===== src/rtl/traffic_light_scheduler.sv =====
// Traffic light scheduler for a main/side road intersection.
// Sequences MG -> MY -> AR_MS -> SG -> SY -> AR_SM -> MG on backcounter
// expiry, holds main green until a side request is pending, and supports
// a blinking-yellow night mode. All outputs are registered.
module traffic_light_scheduler #(
    parameter int unsigned T_MAIN_GREEN  = 30,
    parameter int unsigned T_MAIN_YELLOW = 3,
    parameter int unsigned T_SIDE_GREEN  = 20,
    parameter int unsigned T_SIDE_YELLOW = 3,
    parameter int unsigned T_ALL_RED     = 2
) (
    input  logic       clk,
    input  logic       rst,
    input  logic       pulse,
    input  logic       cnt_timeout,
    input  logic       side_req,
    input  logic       night,
    output logic       cnt_load,
    output logic [5:0] cnt_init,
    output logic [2:0] main_light,
    output logic [2:0] side_light,
    output logic [2:0] phase
);

    localparam int unsigned CNT_W   = 6;
    localparam int unsigned LIGHT_W = 3;

    localparam logic [LIGHT_W-1:0] L_RED = 3'b100;
    localparam logic [LIGHT_W-1:0] L_YEL = 3'b010;
    localparam logic [LIGHT_W-1:0] L_GRN = 3'b001;
    localparam logic [LIGHT_W-1:0] L_OFF = 3'b000;

    typedef enum logic [2:0] {
        ST_MG    = 3'd0,
        ST_MY    = 3'd1,
        ST_AR_MS = 3'd2,
        ST_SG    = 3'd3,
        ST_SY    = 3'd4,
        ST_AR_SM = 3'd5,
        ST_NIGHT = 3'd6
    } state_e;

    state_e             state_q, state_d;
    logic               boot_q, boot_d;
    logic               pend_q, pend_d;
    logic               blink_q, blink_d;
    logic               load_q, load_d;
    logic [CNT_W-1:0]   init_q, init_d;
    logic [LIGHT_W-1:0] main_q, main_d;
    logic [LIGHT_W-1:0] side_q, side_d;
    logic               timeout_ev;
    logic               pend_now;

    // Dwell time, in seconds, loaded on entry to a timed state.
    function automatic logic [CNT_W-1:0] state_dur(input state_e s);
        logic [CNT_W-1:0] d;
        case (s)
            ST_MG:   d = CNT_W'(T_MAIN_GREEN);
            ST_MY:   d = CNT_W'(T_MAIN_YELLOW);
            ST_SG:   d = CNT_W'(T_SIDE_GREEN);
            ST_SY:   d = CNT_W'(T_SIDE_YELLOW);
            default: d = CNT_W'(T_ALL_RED);
        endcase
        return d;
    endfunction

    // Expiry only counts when no load is in flight and outside night mode.
    assign timeout_ev = cnt_timeout && !load_q && !boot_q && (state_q != ST_NIGHT);
    assign pend_now   = pend_q || side_req;

    // Next-state, counter load, request latch and blink computation.
    always_comb begin
        state_d = state_q;
        boot_d  = 1'b0;
        pend_d  = pend_now;
        blink_d = blink_q;
        load_d  = 1'b0;
        init_d  = init_q;

        if (boot_q) begin
            // First cycle out of reset: arm the all-red clearance in AR_SM.
            load_d = 1'b1;
            init_d = CNT_W'(T_ALL_RED);
        end else if (state_q == ST_NIGHT) begin
            if (pulse) begin
                if (!night) begin
                    state_d = ST_AR_SM;
                    load_d  = 1'b1;
                    init_d  = CNT_W'(T_ALL_RED);
                end else begin
                    blink_d = !blink_q;
                end
            end
        end else if (timeout_ev) begin
            if (night) begin
                state_d = ST_NIGHT;
                blink_d = 1'b1;
            end else begin
                case (state_q)
                    ST_MG:    state_d = pend_now ? ST_MY : ST_MG;
                    ST_MY:    state_d = ST_AR_MS;
                    ST_AR_MS: state_d = ST_SG;
                    ST_SG:    state_d = ST_SY;
                    ST_SY:    state_d = ST_AR_SM;
                    default:  state_d = ST_MG;
                endcase
                load_d = 1'b1;
                init_d = state_dur(state_d);
                // Serving the side road consumes the pending request.
                if (state_d == ST_SG) begin
                    pend_d = 1'b0;
                end
            end
        end
    end

    // Light pattern follows the next state so lights and phase update together.
    always_comb begin
        main_d = L_RED;
        side_d = L_RED;
        case (state_d)
            ST_MG: begin
                main_d = L_GRN;
                side_d = L_RED;
            end
            ST_MY: begin
                main_d = L_YEL;
                side_d = L_RED;
            end
            ST_SG: begin
                main_d = L_RED;
                side_d = L_GRN;
            end
            ST_SY: begin
                main_d = L_RED;
                side_d = L_YEL;
            end
            ST_NIGHT: begin
                main_d = blink_d ? L_YEL : L_OFF;
                side_d = blink_d ? L_YEL : L_OFF;
            end
            default: begin
                main_d = L_RED;
                side_d = L_RED;
            end
        endcase
    end

    // State and output registers with synchronous reset.
    always_ff @(posedge clk) begin
        if (rst) begin
            state_q <= ST_AR_SM;
            boot_q  <= 1'b1;
            pend_q  <= 1'b0;
            blink_q <= 1'b0;
            load_q  <= 1'b0;
            init_q  <= '0;
            main_q  <= L_RED;
            side_q  <= L_RED;
        end else begin
            state_q <= state_d;
            boot_q  <= boot_d;
            pend_q  <= pend_d;
            blink_q <= blink_d;
            load_q  <= load_d;
            init_q  <= init_d;
            main_q  <= main_d;
            side_q  <= side_d;
        end
    end

    assign cnt_load   = load_q;
    assign cnt_init   = init_q;
    assign main_light = main_q;
    assign side_light = side_q;
    assign phase      = state_q;

endmodule


===== config.mk =====
export PLATFORM = sky130hd
export DESIGN_NAME = traffic_light_scheduler
export DESIGN_NICKNAME = d
export VERILOG_FILES = /design/src/rtl/traffic_light_scheduler.sv
export SDC_FILE = /design/constraint.sdc
export NUM_CORES = 1
export LEC_CHECK = 0
export CAP_MARGIN = 20
export CORE_ASPECT_RATIO = 1.5
export CORE_UTILIZATION = 44
export CTS_CLUSTER_SIZE = 14
export DETAILED_ROUTE_END_ITERATION = 6
export DONT_BUFFER_PORTS = 1
export PLACE_DENSITY = 0.66
export SYNTH_ARGS = -nofsm -noshare
export SYNTH_HDL_FRONTEND = slang
export SYNTH_SLANG_ARGS = --single-unit

===== constraint.sdc =====
create_clock -name clk -period 2.35 [get_ports clk]
set_clock_uncertainty 0.2 [all_clocks]
set_input_delay 0.235 -clock clk [delete_from_list [all_inputs] [get_ports clk]]
set_output_delay 0.235 -clock clk [all_outputs]
set_load 0.02 [all_outputs]

Yosys cells after proc, flatten, opt, wreduce, memory -nomap -nowiden
Index checks and enable logic that the tools add are counted.

Register bits after elaboration: 19. Input port bits: 6.

Eq/ne operators: 16. Multiplexer cells: 39. Bitwise operators: 1. Reduce and logical (&&, ||, !) cells: 16.

Operator list (number): $mux W3 (10); $mux W6 (5); $mux W1 (18); $pmux W3 S3 (2); $eq A3 B3 Y1 const B (5); $pmux W3 S5 (1); $pmux W5 S3 (1); $eq A3 B2 Y1 const B (4); $eq A3 B1 Y1 const B (3); $logic_not A3 Y1 (3); $ne A3 B3 Y1 const B (2); $reduce_and A3 Y1 (2); $mux W2 (2); $reduce_or A2 Y1 (2); $logic_and A1 B1 Y1 (3); $logic_not A1 Y1 (3); $reduce_bool A3 Y1 (1); $ne A2 B1 Y1 const B (1); $ne A2 B2 Y1 const B (1); $reduce_bool A2 Y1 (1); $logic_or A1 B1 Y1 (1); $not A1 Y1 (1).

Longest topological paths before layout
Depth after elaboration: 14. Mapped depth: 6.

Least setup slack after synthesis
Ideal clock, no wire load.

Path kind: reg2reg. Start: register state_q[2], in the netlist phase[2]. End: register main_q[1], in the netlist main_light[1]. Setup time: 0.070 ns. Arrival: 1.720 ns. Slack: 0.360 ns. Cell stages (with the launch flop): 6. Path through: dfxtp_1 buf_4 o41ai_2 a211oi_4 or4_1 a21oi_1.

Word-level cells in the longest chain between the ends: 12.

RTL lines: start: declaration (RTL line 43) `state_e state_q, state_d;`; start signal: assignment (RTL line 161) `state_q <= state_d;`; $eq A3 B3 Y1 (tied with other cells) (RTL line 99) `case (state_q)`; $pmux W3 S5 (RTL line 99); $mux W3 (RTL line 95) `if (night) begin`; $mux W3 (RTL line 94) `end else if (timeout_ev) begin`; $mux W3 (RTL line 84) `end else if (state_q == ST_NIGHT) begin`; $mux W3 (RTL line 80) `if (boot_q) begin`; $mux W3 (RTL line 95); $mux W3 (RTL line 94); $mux W3 (RTL line 84); $mux W3 (RTL line 80); $eq A3 B3 Y1 (tied with other cells) (RTL line 121) `case (state_d)`; $pmux W3 S3 * (RTL line 121); end signal: assignment (RTL line 167) `main_q <= main_d;`; end: declaration (RTL line 49) `logic [LIGHT_W-1:0] main_q, main_d;`.

Mark *: on every way between the ends. The rest lies on a longest branch, timed or not. The select of a mux whose other input is x is not followed. A chain may end at the register's enable or synchronous reset.

Final worst setup path
Start: register state_q[0], in the netlist phase[0]. End: register main_q[1], in the netlist main_light[1].

The elaborated chain is that of the path after synthesis.

==> results.sh <==
export IMPL_ir_drop_v=0.000379
export IMPL_drc=0
export IMPL_internal_power_w=0.000411
export IMPL_antenna_found_initial=0
export IMPL_met2_usage_pct=29.5
export IMPL_grtUsageMet3_pct=4.28
export IMPL_rsz0062_at_grt="no"
export IMPL_synth_flop_cell="dfxtp_1"
export IMPL_port_buffers=0
export IMPL_max_cap_violations=0
export IMPL_drv_slew=0
export IMPL_chipHeight_um=57.0
export IMPL_yosys_warnings=0
export IMPL_finalCriticalPeriod_ns=2.15
export IMPL_clk_transition_reported_paths_ns=0.10
export IMPL_p_clk_share_pct=26.6
export IMPL_viasPerCell=5.84
export IMPL_synth_top_cell_by_area="dfxtp_1"
export IMPL_syn_inst=93
export IMPL_finalSetupTns_ns=0
export IMPL_synth_area_per_cell_um2=9.53
export IMPL_grt_pass1_vias=736
export IMPL_gp_congestion=0.880
export IMPL_grt_most_used_layer="met2"
export IMPL_drt_iter0_drc=19
export IMPL_hold_buffers=3
export IMPL_p_seq_share_pct=57.5
export IMPL_switchingPower_w=0.000168
export IMPL_wl_per_cell_um=15.6
export IMPL_hold_viol_final=0
export IMPL_start_kind="register"
export IMPL_critPathArrivalTime_ns=2.16
export IMPL_cts_buffers=3
export IMPL_synth_area_um2=886
export IMPL_yosys_top_cells_count="17 x dfxtp_1, 9 x nor2_1, 5 x nor3_1"
export IMPL_hp_class="input pin to register"
export IMPL_cp_required_ns=2.36
export IMPL_power_density_nw_per_um2=606
export IMPL_crit_path_end_kind="register"
export IMPL_synth_async_sr_flop_share_pct=0
export IMPL_syn_nets=100
export IMPL_crit_type="register to register"
export IMPL_cts_tree="done"
export IMPL_num_rows=19
export IMPL_cts_resized=0
export IMPL_nNetsFinal=106
export IMPL_die_x_um=38.6
export IMPL_grt_ovfl_total=0
export IMPL_whs_ns=0.0489
export IMPL_finish_utilization_pct=51.6
export IMPL_ys_ff_latch=17
export IMPL_track_usage_pct=18.8
export IMPL_wl_um=1850
export IMPL_ios=22
export IMPL_slew_headroom_pct=63.1
export IMPL_synth_most_common_cell="dfxtp_1"
export IMPL_synth_seq_area_share_pct=38.4
export IMPL_cts_root_buffer="clkbuf_4"
export IMPL_grt_max_degree=14
export IMPL_dieArea_um2=2200
export IMPL_hpwl_um=1310
export IMPL_vias=695
export IMPL_synth_edf_count=0
export IMPL_ant_nets=0
export IMPL_yosysTopAreaCellShare_pct=38.4
export IMPL_diodes=0
export IMPL_yosys_top_cells_area="dfxtp_1 38%, nor2_1 3.8%, nor3_1 2.8%"
export IMPL_h_tree_depth=1
export IMPL_outcome="finished clean"
export IMPL_numClockSinks=17
export IMPL_synth_cell_types=45
export IMPL_clk_path_buf_depth=2
export IMPL_layout_drive_gt1_share_pct=22.4
export IMPL_tightest_slew_ns=0.553
export IMPL_clock_latency_ns=0.29
export IMPL_initial_core_util_pct=47.8
export IMPL_grtUsageMet1_pct=24.4
export IMPL_core_um2=1850
export IMPL_max_freq_ghz=0.466
export IMPL_grt_pass1_wl_um=3050
export IMPL_sw_frac_of_total_pct=29.0
export IMPL_crit_path_max_fanout=13
export IMPL_syn_to_final_growth_pct=7.91
export IMPL_setup_viol=0
export IMPL_cts_setup_buffers=0
export IMPL_drtPass1Iterations=4
export IMPL_p_leak_nw=0.348
export IMPL_period_share_pct=91.4
export IMPL_combPwrFrac_pct=15.9
==> stage by stage <==
stage,total power [W],cells,setup slack [ns],cell area (um^2)
6_report,0.000580,119,0.203,956
5_1_grt,0.000609,119,0.00160,956
4_1_cts,0.000582,119,0.208,956
3_5_place_dp,0.000424,112,0.250,900
3_3_place_gp,0.000422,112,0.281,900
2_1_floorplan,0.000410,93,0.360,886
==> power by group through the flow <==
stage / Clock, W / Sequential [W] / Combinational [W]
after floorplan: 0 / 0.000335 / 0.0000745
after global placement: 0 / 0.000339 / 0.0000831
after detailed placement: 0 / 0.000340 / 0.0000843
after CTS: 0.000156 / 0.000333 / 0.0000923
after global routing: 0.000172 / 0.000336 / 0.000101
final: 0.000154 / 0.000333 / 0.0000922
==> worst max-delay path: stages, from the launching register on <==
cell,delay (ns)
dfxtp_1,0.60
and4bb_4,0.32
nor3_2,0.19
a211oi_4,0.10
or4_1,0.53
a21oi_1,0.13
==> final timing paths <==
path | start | endpoint | slack [ns] | cells past startpoint
worst max-delay path | phase[0] | main_light[1] | 0.20 | 5
worst min-delay path | night | phase[2] | 0.05 | 2
worst max register to register | phase[0] | main_light[1] | 0.20 | 5
worst min register to register | blink_q | blink_q | 0.35 | 2
==> layout make-up <==
type,count,area [um^2]
tap,21,26.3
fill,171,898
clock buffer,4,26.3
inverter,4,15.0
timing repair buffer,7,60.1
multi-input combinational,66,488
sequential,17,340
==> state kept, by name, summed over array words and instances (netlist names) <==
| name | cells |
|---|---|
| cnt_init | 4 |
| blink_q | 1 |
| cnt_load | 1 |
| side_light | 3 |
| boot_q | 1 |
| main_light | 3 |
| pend_q | 1 |
| phase | 3 |
==> per-layer routing <==
metal | up-vias | routed length (um) | share of wire (%)
met5 | - | 0 | 0
met4 | 0 | 19 | 1.0
met3 | 2 | 88 | 4.7
met2 | 18 | 921 | 50
met1 | 335 | 825 | 44
li1 | 340 | - | -
==> cell usage in the layout (no fill, tap or decap), types with 2 or more instances in the layout <==
master          n
dfxtp_1        17
nor2_1          9
nor3_1          5
inv_1           4
a21oi_1         4
o21ai_0         4
nand2_1         4
buf_4           4
clkbuf_4        3
dlygate4sd3_1   3
nor3b_1         2
nor3b_2         2
nand3_1         2
a211oi_1        2
or2_2           2
a22oi_1         2
==> cells by family after synthesis <==
family / count (synthesis) / share of synthesized area, %
buf+inv: 10 / 6.50
other cells: 1 / 0.423
compound gates: 21 / 20.2
simple gates: 41 / 30.9
flops: 17 / 38.4
mux: 1 / 1.13
xor+xnor: 1 / 0.989
fa+ha+maj: 1 / 1.41
No activity file was read; power rests on OpenSTA's default activity.
